`src/rtl/seq_alu_pkg.sv`:
```
// Shared definitions for the sequential ALU: opcode map, FSM encoding and
// the helper that tells which operations run in the iterative datapath.
package alu_pkg;

  typedef logic [3:0] op_t;

  localparam op_t OP_ADD   = 4'd0;
  localparam op_t OP_SUB   = 4'd1;
  localparam op_t OP_AND   = 4'd2;
  localparam op_t OP_OR    = 4'd3;
  localparam op_t OP_XOR   = 4'd4;
  localparam op_t OP_SHR   = 4'd5;
  localparam op_t OP_SHL1A = 4'd6;
  localparam op_t OP_SHL1B = 4'd7;
  localparam op_t OP_MUL   = 4'd8;
  localparam op_t OP_SLT   = 4'd9;
  localparam op_t OP_UNDEF = 4'hF;

  typedef enum logic [1:0] {
    IDLE = 2'd0,
    EXEC = 2'd1,
    DONE = 2'd2
  } state_t;

  function automatic logic is_multicycle(input op_t op);
    return (op == OP_SHR) || (op == OP_MUL);
  endfunction

endpackage

```
`src/rtl/seq_alu_iter.sv`:
```
// Iterative datapath: one-bit-per-cycle logical right shift and shift-add
// multiply. done/result/carry describe the step being taken this cycle.
module seq_alu_iter
  import alu_pkg::*;
#(
  parameter int WIDTH = 8
) (
  input  logic             clk,
  input  logic             rst,
  input  logic             start,
  input  op_t              op,
  input  logic [WIDTH-1:0] a,
  input  logic [WIDTH-1:0] b,
  output logic             done,
  output logic [WIDTH-1:0] result,
  output logic             carry
);

  localparam int CW = $clog2(WIDTH + 1);
  localparam logic [WIDTH:0] W_EXT = (WIDTH + 1)'(WIDTH);

  logic              active_r;
  op_t               op_r;
  logic [CW-1:0]     cnt_r;
  logic [2*WIDTH-1:0] acc_r;
  logic [2*WIDTH-1:0] mcand_r;
  logic [WIDTH-1:0]  mplr_r;

  logic [CW-1:0]      shr_n_s;
  logic [2*WIDTH-1:0] step_acc_s;

  // Shift distance saturates at WIDTH so large amounts still finish in WIDTH steps.
  always_comb begin
    if ({1'b0, b} >= W_EXT) begin
      shr_n_s = CW'(WIDTH);
    end else begin
      shr_n_s = CW'(b);
    end
  end

  always_comb begin
    step_acc_s = acc_r;
    result     = {WIDTH{1'b0}};
    carry      = 1'b0;
    if (op_r == OP_MUL) begin
      step_acc_s = acc_r + (mplr_r[0] ? mcand_r : {(2*WIDTH){1'b0}});
      result     = step_acc_s[WIDTH-1:0];
      carry      = |step_acc_s[2*WIDTH-1:WIDTH];
    end else begin
      step_acc_s = {{WIDTH{1'b0}}, 1'b0, acc_r[WIDTH-1:1]};
      result     = step_acc_s[WIDTH-1:0];
      carry      = acc_r[0];
    end
  end

  assign done = active_r && (cnt_r == {CW{1'b0}});

  always_ff @(posedge clk) begin
    if (rst) begin
      active_r <= 1'b0;
      op_r     <= OP_ADD;
      cnt_r    <= {CW{1'b0}};
      acc_r    <= {(2*WIDTH){1'b0}};
      mcand_r  <= {(2*WIDTH){1'b0}};
      mplr_r   <= {WIDTH{1'b0}};
    end else if (start) begin
      active_r <= 1'b1;
      op_r     <= op;
      mcand_r  <= {{WIDTH{1'b0}}, a};
      mplr_r   <= b;
      if (op == OP_MUL) begin
        cnt_r <= CW'(WIDTH - 1);
        acc_r <= {(2*WIDTH){1'b0}};
      end else begin
        cnt_r <= shr_n_s - {{(CW-1){1'b0}}, 1'b1};
        acc_r <= {{WIDTH{1'b0}}, a};
      end
    end else if (active_r) begin
      acc_r   <= step_acc_s;
      mcand_r <= {mcand_r[2*WIDTH-2:0], 1'b0};
      mplr_r  <= {1'b0, mplr_r[WIDTH-1:1]};
      if (cnt_r == {CW{1'b0}}) begin
        active_r <= 1'b0;
      end else begin
        cnt_r <= cnt_r - {{(CW-1){1'b0}}, 1'b1};
      end
    end else begin
      active_r <= 1'b0;
    end
  end

endmodule

```
`src/rtl/seq_alu.sv`:
```
// Handshaked multi-cycle ALU: FSM, valid/ready protocol and single-cycle ops;
// shifts by a variable amount and multiplies run in seq_alu_iter.
module seq_alu
  import alu_pkg::*;
#(
  parameter int WIDTH  = 8,
  parameter int OPCODE = 4
) (
  input  logic              clk,
  input  logic              rst,
  input  logic [WIDTH-1:0]  data_in1,
  input  logic [WIDTH-1:0]  data_in2,
  input  logic [OPCODE-1:0] op_code,
  input  logic              in_valid,
  output logic              in_ready,
  output logic [WIDTH-1:0]  data_out,
  output logic              carry_out,
  output logic              zero_flag,
  output logic              slt_flag,
  output logic              out_valid,
  input  logic              out_ready,
  output logic              busy
);

  state_t           state_r;
  op_t              op_s;
  logic             op_hi_zero_s;
  logic             accept_s;
  logic             multi_s;
  logic             lt_s;
  logic [WIDTH-1:0] res_s;
  logic             cy_s;
  logic             iter_done_s;
  logic [WIDTH-1:0] iter_res_s;
  logic             iter_cy_s;

  // Any opcode beyond the 4-bit map is treated as undefined.
  assign op_hi_zero_s = ((op_code >> 4) == {OPCODE{1'b0}});
  assign op_s         = op_hi_zero_s ? op_code[3:0] : OP_UNDEF;

  assign in_ready = !rst && ((state_r == IDLE) || ((state_r == DONE) && out_ready));
  assign accept_s = in_valid && in_ready;
  assign lt_s     = (data_in1 < data_in2);
  assign multi_s  = is_multicycle(op_s) &&
                    !((op_s == OP_SHR) && (data_in2 == {WIDTH{1'b0}}));

  always_comb begin
    res_s = {WIDTH{1'b0}};
    cy_s  = 1'b0;
    case (op_s)
      OP_ADD:   {cy_s, res_s} = {1'b0, data_in1} + {1'b0, data_in2};
      OP_SUB:   begin res_s = data_in1 - data_in2; cy_s = lt_s; end
      OP_AND:   res_s = data_in1 & data_in2;
      OP_OR:    res_s = data_in1 | data_in2;
      OP_XOR:   res_s = data_in1 ^ data_in2;
      OP_SHR:   res_s = data_in1;
      OP_SHL1A: begin res_s = {data_in1[WIDTH-2:0], 1'b0}; cy_s = data_in1[WIDTH-1]; end
      OP_SHL1B: begin res_s = {data_in2[WIDTH-2:0], 1'b0}; cy_s = data_in2[WIDTH-1]; end
      OP_SLT:   res_s = {{(WIDTH-1){1'b0}}, lt_s};
      default:  begin res_s = {WIDTH{1'b0}}; cy_s = 1'b0; end
    endcase
  end

  seq_alu_iter #(.WIDTH(WIDTH)) u_iter (
    .clk    (clk),
    .rst    (rst),
    .start  (accept_s && multi_s),
    .op     (op_s),
    .a      (data_in1),
    .b      (data_in2),
    .done   (iter_done_s),
    .result (iter_res_s),
    .carry  (iter_cy_s)
  );

  // DONE with out_ready behaves like IDLE so a new op can launch without a bubble.
  always_ff @(posedge clk) begin
    if (rst) begin
      state_r   <= IDLE;
      data_out  <= {WIDTH{1'b0}};
      carry_out <= 1'b0;
      zero_flag <= 1'b1;
      slt_flag  <= 1'b0;
      out_valid <= 1'b0;
      busy      <= 1'b0;
    end else begin
      case (state_r)
        IDLE, DONE: begin
          if (accept_s) begin
            slt_flag <= lt_s;
            if (multi_s) begin
              state_r   <= EXEC;
              busy      <= 1'b1;
              out_valid <= 1'b0;
            end else begin
              state_r   <= DONE;
              data_out  <= res_s;
              carry_out <= cy_s;
              zero_flag <= (res_s == {WIDTH{1'b0}});
              out_valid <= 1'b1;
            end
          end else if ((state_r == DONE) && out_ready) begin
            state_r   <= IDLE;
            out_valid <= 1'b0;
          end else begin
            state_r <= state_r;
          end
        end
        EXEC: begin
          if (iter_done_s) begin
            state_r   <= DONE;
            data_out  <= iter_res_s;
            carry_out <= iter_cy_s;
            zero_flag <= (iter_res_s == {WIDTH{1'b0}});
            out_valid <= 1'b1;
            busy      <= 1'b0;
          end else begin
            busy <= 1'b1;
          end
        end
        default: begin
          state_r   <= IDLE;
          out_valid <= 1'b0;
          busy      <= 1'b0;
        end
      endcase
    end
  end

endmodule
```
`config.mk`:
```
export PLATFORM = sky130hd
export DESIGN_NAME = seq_alu
export DESIGN_NICKNAME = d
export VERILOG_FILES = /design/src/rtl/seq_alu_pkg.sv /design/src/rtl/seq_alu_iter.sv /design/src/rtl/seq_alu.sv
export SDC_FILE = /design/constraint.sdc
export NUM_CORES = 1
export LEC_CHECK = 0
export BUFFER_PORTS_ARGS = -buffer_cell sky130_fd_sc_hd__buf_2
export CAP_MARGIN = 20
export CORE_MARGIN = 8
export CORE_UTILIZATION = 32
export DETAILED_ROUTE_END_ITERATION = 8
export GPL_ROUTABILITY_DRIVEN = 0
export MAX_ROUTING_LAYER = met4
export SLEW_MARGIN = 20
export SYNTH_ARGS = -nofsm -noshare
export SYNTH_HDL_FRONTEND = slang
export SYNTH_SLANG_ARGS = --single-unit
```
`constraint.sdc`:
```
create_clock -name clk -period 4.1 [get_ports clk]
set_clock_uncertainty 0.2 [all_clocks]
set_input_delay 0.82 -clock clk [delete_from_list [all_inputs] [get_ports clk]]
set_output_delay 0.82 -clock clk [all_outputs]
set_load 0.03 [all_outputs]
```
==> results of run 1 <==
-- final cells by class --
cell class	instances	area, um2	area share [%]
flip-flops and latches	63	1260	21.7
clock inverters	7	95.1	1.63
inverters	33	124	2.13
repair buffers	48	268	4.60
well taps	216	270	4.64
multi-input cells	523	3570	61.4
clock buffers	9	225	3.87
-- metrics by stage --
step	hold slack [ns]	util [%]	std cells
2_1_floorplan	0.228	-	657
5_1_grt	0.280	37.0	899
3_5_place_dp	0.239	35.0	883
3_3_place_gp	0.231	35.0	883
4_1_cts	0.251	37.0	899
6_report	0.249	37.0	899
-- synth_stat cells, types with 8 or more instances --
master    count
o21ai_0      16
nand3_1      11
nor3_1       13
mux2i_1      29
a21oi_1      45
xnor2_1       8
dfxtp_1      63
xor2_1        8
a21o_1       12
o211ai_1     11
nor2_1       86
a22oi_1      11
nand2_1      50
ha_1         41
a211oi_1     31
inv_1        33
and2_1       19
o31ai_1       8
a31oi_1      10
clkbuf_1     27
nor2b_1      12
-- layer usage --
layer / share of wire, % / GRT usage [%] / up-vias / routed length [um]
li1: - / - / 2442 / -
met1: 48 / 20.1 / 2337 / 7030
met2: 46 / 23.2 / 116 / 6790
met3: 4.2 / 2.72 / 19 / 614
met4: 2.0 / 5.26 / 0 / 288
met5: 0 / - / - / 0
-- cell families (layout without fill, tap and decap cells) --
logic type	Yosys count	in the layout
xor+xnor	16	16
flops	63	63
mux	32	32
fa+ha+maj	44	44
buf+inv	71	97
simple gates	238	238
compound gates	193	193
-- path summary, 6_finish.rpt --
kind / from / end / slack, ns / cells past startpoint
hold reg to reg: busy / busy / 0.25 / 1
setup reg to reg: u_iter.mplr_r[0] / zero_flag / 0.71 / 10
setup / recovery: data_in1[0] / carry_out / 0.59 / 11
hold / removal: busy / busy / 0.25 / 1
-- where the power goes --
part / switching [mW] / internal (mW) / leakage, nW
combinational: 0.195 / 0.109 / 1.68
clock: 0.292 / 0.533 / 0.156
sequential: 0.0112 / 0.628 / 0.510
-- state kept, by name (all words and copies together), names as in the netlist, 4 cells and up --
name and count:
u_iter.mcand_r 16, data_out 8, u_iter.op_r 4, u_iter.cnt_r 4
u_iter.acc_r 16, u_iter.mplr_r 8
==> impl_metrics.env, run 1 <==
export IMPL_final_area_um2=5820
export IMPL_layout_setup_ws_ns=0.595
export IMPL_tns_ns=0
export IMPL_antenna_found_initial=0
export IMPL_clockBufferDepth=2
export IMPL_grt_pass1_wl_um=24300
export IMPL_avgSynthCellArea_um2=7.77
export IMPL_hold_viol_final=0
export IMPL_cts_tree="done"
export IMPL_design_core_area_um2=15700
export IMPL_synth_area_top_cells="dfxtp_1 25%, ha_1 10%, nor2_1 6.3%, mux2i_1 5.7%, a211oi_1 4.6%"
export IMPL_num_vias=4914
export IMPL_wl_um=14700
export IMPL_min_period_ns=3.51
export IMPL_drc_errors=0
export IMPL_hold_buffers=0
export IMPL_min_period_over_period_pct=85.5
export IMPL_synth_warnings=0
export IMPL_pre_cts_slack_ns=0.262
export IMPL_drt_iter0_markers=415
export IMPL_critPathLaunchType="primary input"
export IMPL_max_slew_margin_pct=45.3
export IMPL_synthesis_area_um2=5100
export IMPL_power_leakage_nw=2.35
export IMPL_critPathMaxFanout=6
export IMPL_slew_violations=0
export IMPL_holdCritPathClass="flop to flop"
export IMPL_htree_levels=3
export IMPL_via_per_inst=5.47
export IMPL_cts_resized=0
export IMPL_avgRoutedWirePerCell_um=16.4
export IMPL_io_buffer_count=37
export IMPL_synthFlopType="dfxtp_1"
export IMPL_start_util_pct=32.5
export IMPL_netlist_instances=657
export IMPL_die_area_um2=20200
export IMPL_synth_fp_nets=725
export IMPL_dr_pass1_iters=5
export IMPL_cts_setup_buffers=0
export IMPL_path_delay_family="compound AO/OA/AOI/OAI gates"
export IMPL_synth_simple_gate_area_share_pct=22.9
export IMPL_grt_max_degree=46
export IMPL_antenna_cells=0
export IMPL_status="finished, final reports clean"
export IMPL_detailed_place_area_um2=5500
export IMPL_synth_seq_area_share_pct=24.7
export IMPL_synth_edff_count=0
export IMPL_critPathMaxStageDelay_ns=0.57
export IMPL_rows=46
export IMPL_die_x_um=142
export IMPL_path_clk_slew_ns=0.06
export IMPL_nFillCells=1652
export IMPL_yosys_area_top_type_share_pct=24.7
export IMPL_synth_seq_cells=63
export IMPL_power_density_nw_per_um2=304
export IMPL_critPathArrivalTime_ns=3.52
export IMPL_peakVddDrop_mv=0.151
export IMPL_gr_total_overflow=0
export IMPL_criticalPathCategory="primary input to flop"
export IMPL_synth_cell_type_count=64
export IMPL_max_cap_violations=0
export IMPL_total_power_mw=1.77
export IMPL_grt_pass1_vias=4591
export IMPL_muxShareOfSynthArea_pct=6.57
export IMPL_synth_fa_ha_area_share_pct=11.2
export IMPL_cp_cell_sequence="buf_2 > inv_1 > ha_1 > fa_1 > nor3_1 > o31ai_1 > a31oi_1 > o31ai_1 > a211oi_1 > nor4b_1 > a31oi_1"
export IMPL_tightest_slew_ns=0.799
export IMPL_end_kind="flop"
export IMPL_drive_gt1_share_pct=11.0
export IMPL_finalNetCount=746
export IMPL_ant_nets=0
export IMPL_async_flop_share_pct=0
export IMPL_fp_dieH_um=142
export IMPL_worstPathRequired_ns=4.12
export IMPL_synth_xor_area_share_pct=2.75
export IMPL_setup_viol=0
export IMPL_grtUsageTotal_pct=15.3
export IMPL_yosys_area_top_type="dfxtp_1"
export IMPL_cts_made_buffers=9
export IMPL_cts_root_buf="clkbuf_16"
export IMPL_synth_compound_area_share_pct=26.5
export IMPL_grt_setup_unrepaired="no"
export IMPL_clock_sinks=63
export IMPL_synth_top_family_by_area="compound AO/OA/AOI/OAI gates"
export IMPL_area_growth_pct=14.0
export IMPL_hpwlAfterDp_um=11000
export IMPL_fmax_ghz=0.285
export IMPL_final_common_cell="nor2_1"
export IMPL_cpMaxStageDelayCell="a211oi_1"
export IMPL_clk_latency_ns=0.34
export IMPL_final_cell_mix="86 x nor2_1, 62 x dfxtp_1, 50 x nand2_1, 45 x a21oi_1, 41 x ha_1"
export IMPL_crit_buf_inv=2
export IMPL_pin_count=38
No activity file was read; power rests on OpenSTA's default activity.
==> run 2, diff against run 1 <==
Settings changed: ABC_AREA set to 1.
==> run 2 against run 1 <==
Effect of this change:
- die area increased by 3.5%
- register-to-register slack improved by 0.48 ns
- synthesized cell count increased by 34%
- area after synthesis increased by 4.0%
==> impl_metrics.env, run 2 <==
export IMPL_status="finished, final reports clean"
export IMPL_synth_commonest_cells="285 x nand2_1, 125 x inv_1, 78 x nand3_1"
export IMPL_timing_rr_start="u_iter.mplr_r[0]"
export IMPL_final_cell_mix="285 x nand2_1, 125 x inv_1, 78 x nand3_1, 70 x nor2_1, 63 x dfxtp_1"
export IMPL_regToRegSetupSlack_ns=1.19
export IMPL_start_util_pct=32.3
export IMPL_power_leakage_nw=2.97
export IMPL_critPathLaunchType="flop"
export IMPL_synth_warnings=0
export IMPL_io_buffer_count=37
export IMPL_peakVddDrop_mv=0.169
export IMPL_r2r_end="carry_out"
export IMPL_die_x_um=145
export IMPL_hold_buffers=0
export IMPL_yosys_area_top_type_share_pct=23.8
export IMPL_ant_nets=0
export IMPL_antenna_found_initial=1
export IMPL_path_clk_slew_ns=0.05
export IMPL_synth_area_top_cells="dfxtp_1 24%, nand2_1 20%, ha_1 9.7%, inv_1 8.8%, nand3_1 7.4%"
export IMPL_htree_levels=3
export IMPL_clock_sinks=63
export IMPL_max_slew_margin_pct=55.0
export IMPL_rows=47
export IMPL_gr_total_overflow=0
export IMPL_max_cap_violations=0
export IMPL_nFillCells=1827
export IMPL_grtUsageTotal_pct=16.1
export IMPL_min_path_cells=2
export IMPL_avgRoutedWirePerCell_um=13.9
export IMPL_finalNetCount=975
export IMPL_largestRegisters="u_iter.acc_r: 16 flops, u_iter.mcand_r: 16 flops"
export IMPL_end_kind="flop"
export IMPL_cts_tree="done"
export IMPL_cts_made_buffers=9
export IMPL_fp_dieH_um=145
export IMPL_critPathArrivalTime_ns=2.93
export IMPL_synth_edff_count=0
export IMPL_final_area_um2=5980
export IMPL_async_flop_share_pct=0
export IMPL_criticalPathCategory="flop to flop"
export IMPL_via_per_inst=4.89
export IMPL_grt_max_degree=33
export IMPL_final_common_cell="nand2_1"
export IMPL_synth_seq_area_share_pct=23.8
export IMPL_cts_setup_buffers=0
export IMPL_cts_root_buf="clkbuf_16"
export IMPL_hpwlAfterDp_um=12200
export IMPL_die_area_um2=21000
export IMPL_synthesis_area_um2=5310
export IMPL_pin_count=38
export IMPL_drc_errors=0
export IMPL_synth_fp_nets=951
export IMPL_synth_most_common_cell="nand2_1"
export IMPL_synth_cell_type_count=41
export IMPL_fmax_ghz=0.343
export IMPL_tns_ns=0
export IMPL_grt_setup_unrepaired="no"
export IMPL_avgSynthCellArea_um2=6.01
export IMPL_placedCellCount=1116
export IMPL_synth_seq_cells=63
export IMPL_min_period_ns=2.91
export IMPL_total_power_mw=1.81
export IMPL_netlist_instances=883
export IMPL_critPathMaxFanout=17
export IMPL_area_growth_pct=12.8
export IMPL_wl_um=15700
export IMPL_grt_pass1_wl_um=26100
export IMPL_hold_viol_final=0
export IMPL_final_instance_count_excl_fill=1133
export IMPL_num_vias=5541
export IMPL_tightest_slew_ns=0.674
export IMPL_drt_iter0_markers=445
export IMPL_cts_resized=0
export IMPL_synthFlopType="dfxtp_1"
export IMPL_slew_violations=0
export IMPL_detailed_place_area_um2=5660
export IMPL_design_core_area_um2=16400
export IMPL_reg2reg_depth=16
export IMPL_clockBufferDepth=2
export IMPL_worstPathRequired_ns=4.12
export IMPL_hp_start="u_iter.mplr_r[7]"
export IMPL_yosys_area_top_type="dfxtp_1"
export IMPL_setup_viol=0
export IMPL_holdCritPathClass="flop to flop"
export IMPL_dr_pass1_iters=5
export IMPL_min_to="u_iter.mplr_r[7]"
export IMPL_clk_latency_ns=0.33
export IMPL_min_period_over_period_pct=71.1
export IMPL_grt_pass1_vias=5241
export IMPL_power_density_nw_per_um2=303
export IMPL_drive_gt1_share_pct=8.77
[run 2: kinds of logic (layout without fill, tap and decap cells)]
logic type	count (synthesis)	in the layout	synth area share [%]
XOR/XNOR	6	6	0.990
AO/OA/AOI/OAI	141	141	15.3
adder cells (fa/ha/maj)	44	44	10.8
AND/OR/NAND/NOR	472	472	37.5
other	0	1	0
flip-flops	63	63	23.8
buffers and inverters	157	186	11.7
[run 2: per-stage QoR]
step | util [%] | worst slack, ns | hold slack [ns]
finish | 36.5 | 1.19 | 0.263
global route | 36.5 | 0.869 | 0.284
CTS | 36.5 | 1.14 | 0.262
detailed placement | 34.5 | 0.943 | 0.254
global placement | 34.5 | 0.955 | 0.252
floorplan | - | 1.37 | 0.239
[run 2: worst max-delay path, cell delays in order, from the launching register on]
cell,delay (ns)
dfxtp_1,0.52
nand2_1,0.14
inv_1,0.05
ha_1,0.20
fa_1,0.42
nand3_1,0.09
nand3_1,0.17
nand2_1,0.13
nand2_1,0.11
nand2_1,0.12
nand3_1,0.10
nand2_1,0.09
nand2_1,0.05
nor2_1,0.12
nand3_1,0.10
nand2_1,0.11
a21oi_1,0.07
[run 2: worst max path at each step]
stage | endpoint | cells after the start | from
global placement | data_out[0] | 14 | data_in1[0]
finish | carry_out | 16 | u_iter.mplr_r[0]
floorplan | data_out[6] | 12 | rst
global route | carry_out | 17 | u_iter.mplr_r[0]
CTS | carry_out | 16 | u_iter.mplr_r[0]
detailed placement | zero_flag | 17 | data_in1[0]
[run 2: power breakdown]
group | total, mW | switching [mW] | internal, mW
Sequential | 0.648 | 0.0141 | 0.634
Clock | 0.837 | 0.272 | 0.565
Combinational | 0.329 | 0.230 | 0.0988
[run 2: layout make-up]
| class | count | area (um2) | share of cell area (%) |
|---|---|---|---|
| diodes | 1 | 2.50 | 0.0418 |
| clock buffers | 13 | 260 | 4.35 |
| clock inverters | 3 | 65.1 | 1.09 |
| inverters | 131 | 494 | 8.26 |
| multi-input cells | 663 | 3420 | 57.2 |
| flip-flops and latches | 63 | 1260 | 21.1 |
| well taps | 220 | 275 | 4.60 |
| repair buffers | 39 | 200 | 3.35 |
[run 2: metal layers]
metal | track usage (%) | up-vias | wire, um
met4 | 6.35 | 0 | 308
met5 | - | - | 0
li1 | - | 2879 | -
met2 | 24.5 | 148 | 6890
met1 | 21.2 | 2493 | 7760
met3 | 2.10 | 21 | 763
==> run 3, diff against run 2 <==
Settings changed: ABC_AREA 1 to 0.
Clock period 4.1 ns to 2.4 ns, I/O delays scaled along.
==> run 3 against run 2 <==
Effect of this change:
- clock power increased by 53%
- cell count decreased by 3.7%
- routed wire length increased by 11%
- largest power group unchanged
- sequential power increased by 68%
- count of clock-buffer cells in the layout decreased by 3
- total power increased by 77%
- the run now ends with setup timing left
- first-iteration DRC count decreased by 31%
- global-route usage increased by 1.5 points
- largest cell class unchanged
- maximum frequency increased by 5.4%
- setup slack got worse by 1.6 ns
==> impl_metrics.env, run 3 (same netlist as run 1, synthesis figures left out) <==
export IMPL_status="finished with violations"
export IMPL_peakVddDrop_mv=0.276
export IMPL_antenna_found_initial=0
export IMPL_placedCellCount=1059
export IMPL_cp_cell_sequence="and2_4 > ha_4 > fa_2 > buf_4 > a21o_1 > a211oi_2 > o31ai_4 > nor4_1 > nand3_1 > a211oi_2 > a311o_1"
export IMPL_area_growth_pct=56.6
export IMPL_cp_common_cell="a211oi_2"
export IMPL_wl_um=17400
export IMPL_r2r_end="zero_flag"
export IMPL_drive_gt1_share_pct=40.9
export IMPL_multi_input_area_um2=4210
export IMPL_combPwrFrac_pct=25.8
export IMPL_finalNetCount=938
export IMPL_layout_setup_ws_ns=-0.364
export IMPL_cts_root_buf="clkbuf_16"
export IMPL_ant_nets=0
export IMPL_nFillCells=1511
export IMPL_pin_count=38
export IMPL_die_area_um2=20200
export IMPL_htree_levels=3
export IMPL_critPathMaxFanout=6
export IMPL_criticalPathCategory="flop to flop"
export IMPL_max_cap_violations=0
export IMPL_setup_viol=18
export IMPL_dr_pass1_iters=5
export IMPL_worstPathRequired_ns=2.48
export IMPL_min_period_ns=2.76
export IMPL_hpwlAfterDp_um=13200
export IMPL_max_slew_margin_pct=45.6
export IMPL_cts_tree="done"
export IMPL_final_instance_count_excl_fill=1091
export IMPL_pwr_share_clk_pct=40.1
export IMPL_power_density_nw_per_um2=401
export IMPL_timing_rr_start="u_iter.mplr_r[0]"
export IMPL_drc_errors=0
export IMPL_critPathLaunchType="flop"
export IMPL_regToRegSetupSlack_ns=-0.36
export IMPL_slew_violations=0
export IMPL_num_vias=5675
export IMPL_io_buffer_count=37
export IMPL_grt_setup_unrepaired="yes"
export IMPL_design_core_area_um2=15700
export IMPL_largestRegisters="u_iter.acc_r: 16 flops, u_iter.mcand_r: 16 flops"
export IMPL_final_common_cell="buf_4"
export IMPL_path_delay_family="compound AO/OA/AOI/OAI gates"
export IMPL_antenna_cells=0
export IMPL_violations="setup timing"
export IMPL_grt_pass1_wl_um=27900
export IMPL_crit_buf_inv=1
export IMPL_hold_buffers=0
export IMPL_clk_latency_ns=0.34
export IMPL_path_clk_slew_ns=0.06
export IMPL_cpMaxStageDelayCell="dfxtp_4"
export IMPL_power_leakage_nw=3.39
export IMPL_min_path_cells=1
export IMPL_p_seq_share_pct=34.1
export IMPL_min_period_over_period_pct=115
export IMPL_via_per_inst=5.20
export IMPL_fmax_ghz=0.362
export IMPL_fp_dieH_um=142
export IMPL_final_cell_mix="189 x buf_4, 83 x nor2_1, 61 x dfxtp_1, 47 x nand2_1, 39 x a21oi_1"
export IMPL_holdWs_ns=0.245
export IMPL_final_util_pct=50.9
export IMPL_swShare_pct=29.2
export IMPL_drt_iter0_markers=308
export IMPL_hold_viol_final=0
export IMPL_p_sw_mw=0.935
export IMPL_end_kind="flop"
export IMPL_grt_pass1_vias=5520
export IMPL_critPathMaxStageDelay_ns=0.37
export IMPL_rows=46
export IMPL_hp_start="busy"
export IMPL_critPathLaunch="u_iter.mplr_r[0]"
export IMPL_holdCritPathClass="flop to flop"
export IMPL_gr_total_overflow=0
export IMPL_critPathArrivalTime_ns=2.84
export IMPL_avgRoutedWirePerCell_um=16.0
export IMPL_total_power_mw=3.20
export IMPL_start_util_pct=32.5
export IMPL_grtUsageTotal_pct=17.6
export IMPL_min_to="busy"
export IMPL_final_seq_area_um2=1270
export IMPL_cts_made_buffers=9
export IMPL_p_int_mw=2.27
export IMPL_clock_sinks=63
export IMPL_clockBufferDepth=2
export IMPL_tightest_slew_ns=0.795
export IMPL_die_x_um=142
export IMPL_grt_max_degree=46
export IMPL_reg2reg_depth=11
run 3: changes by cell type in the layout (fill, tap and decap cells not counted), sizes merged, moves of 15 or more:
cell and delta:
and2 +15, o21ai -31, a21oi -16, inv -97
buf +201, a211oi +30, nand3 -67, mux2i +29
nand2 -239
run 3: worst max path at each step:
| stage | cells past startpoint | slack (ns) | end |
|---|---|---|---|
| global placement | 10 | -0.61 | zero_flag |
| CTS | 11 | -0.35 | u_iter.acc_r[13] |
| floorplan | 9 | -0.30 | zero_flag |
| detailed placement | 10 | -0.65 | zero_flag |
| global route | 11 | -0.47 | data_out[7] |
| finish | 11 | -0.36 | zero_flag |
run 3: layout make-up:
type / count / share of cell area, %
flip-flops and latches: 63 / 15.8
clock buffers: 10 / 2.86
clock inverters: 6 / 0.767
well taps: 216 / 3.38
multi-input cells: 523 / 52.6
inverters: 33 / 1.71
repair buffers: 240 / 22.8
run 3: stage by stage:
stage | setup WS, ns | cell area [um2] | TNS [ns]
final | -0.364 | 7990 | -3.87
after CTS | -0.354 | 7590 | -3.83
after detailed placement | -0.648 | 7040 | -22.79
after global placement | -0.614 | 7040 | -20.83
after global routing | -0.470 | 7990 | -5.87
after floorplan | -0.300 | 5300 | -1.40
run 3: worst reg2reg max path: cells and delay by family (launching register included):
kind,cells,cell delay [ns]
DFF,1,0.37
and+or+nand+nor,3,0.59
adders and majority gates,2,0.50
buffers and inverters,1,0.15
AOI/OAI and AO/OA,5,0.88
run 3: power by group through the flow:
stage,Clock [mW],Combinational (mW),Sequential (mW)
6_report,1.28,0.827,1.09
5_1_grt,1.36,0.887,1.09
4_1_cts,1.31,0.745,1.09
3_5_place_dp,0,0.712,1.11
3_3_place_gp,0,0.712,1.11
2_1_floorplan,0,0.341,1.14
run 3: per-layer routing:
metal / up-vias / track usage (%) / wire length [um]
li1: 2842 / - / -
met1: 2676 / 21.7 / 8080
met2: 135 / 29.1 / 8450
met3: 22 / 2.31 / 576
met4: 0 / 6.26 / 318
met5: - / - / 0
run 3: timing repair:
item,in CTS,in global routing
cloned,0,1
endpoints found under the setup margin,42,28
gates resized for setup,44,65
buffers inserted,6,11
pin swaps,28,36
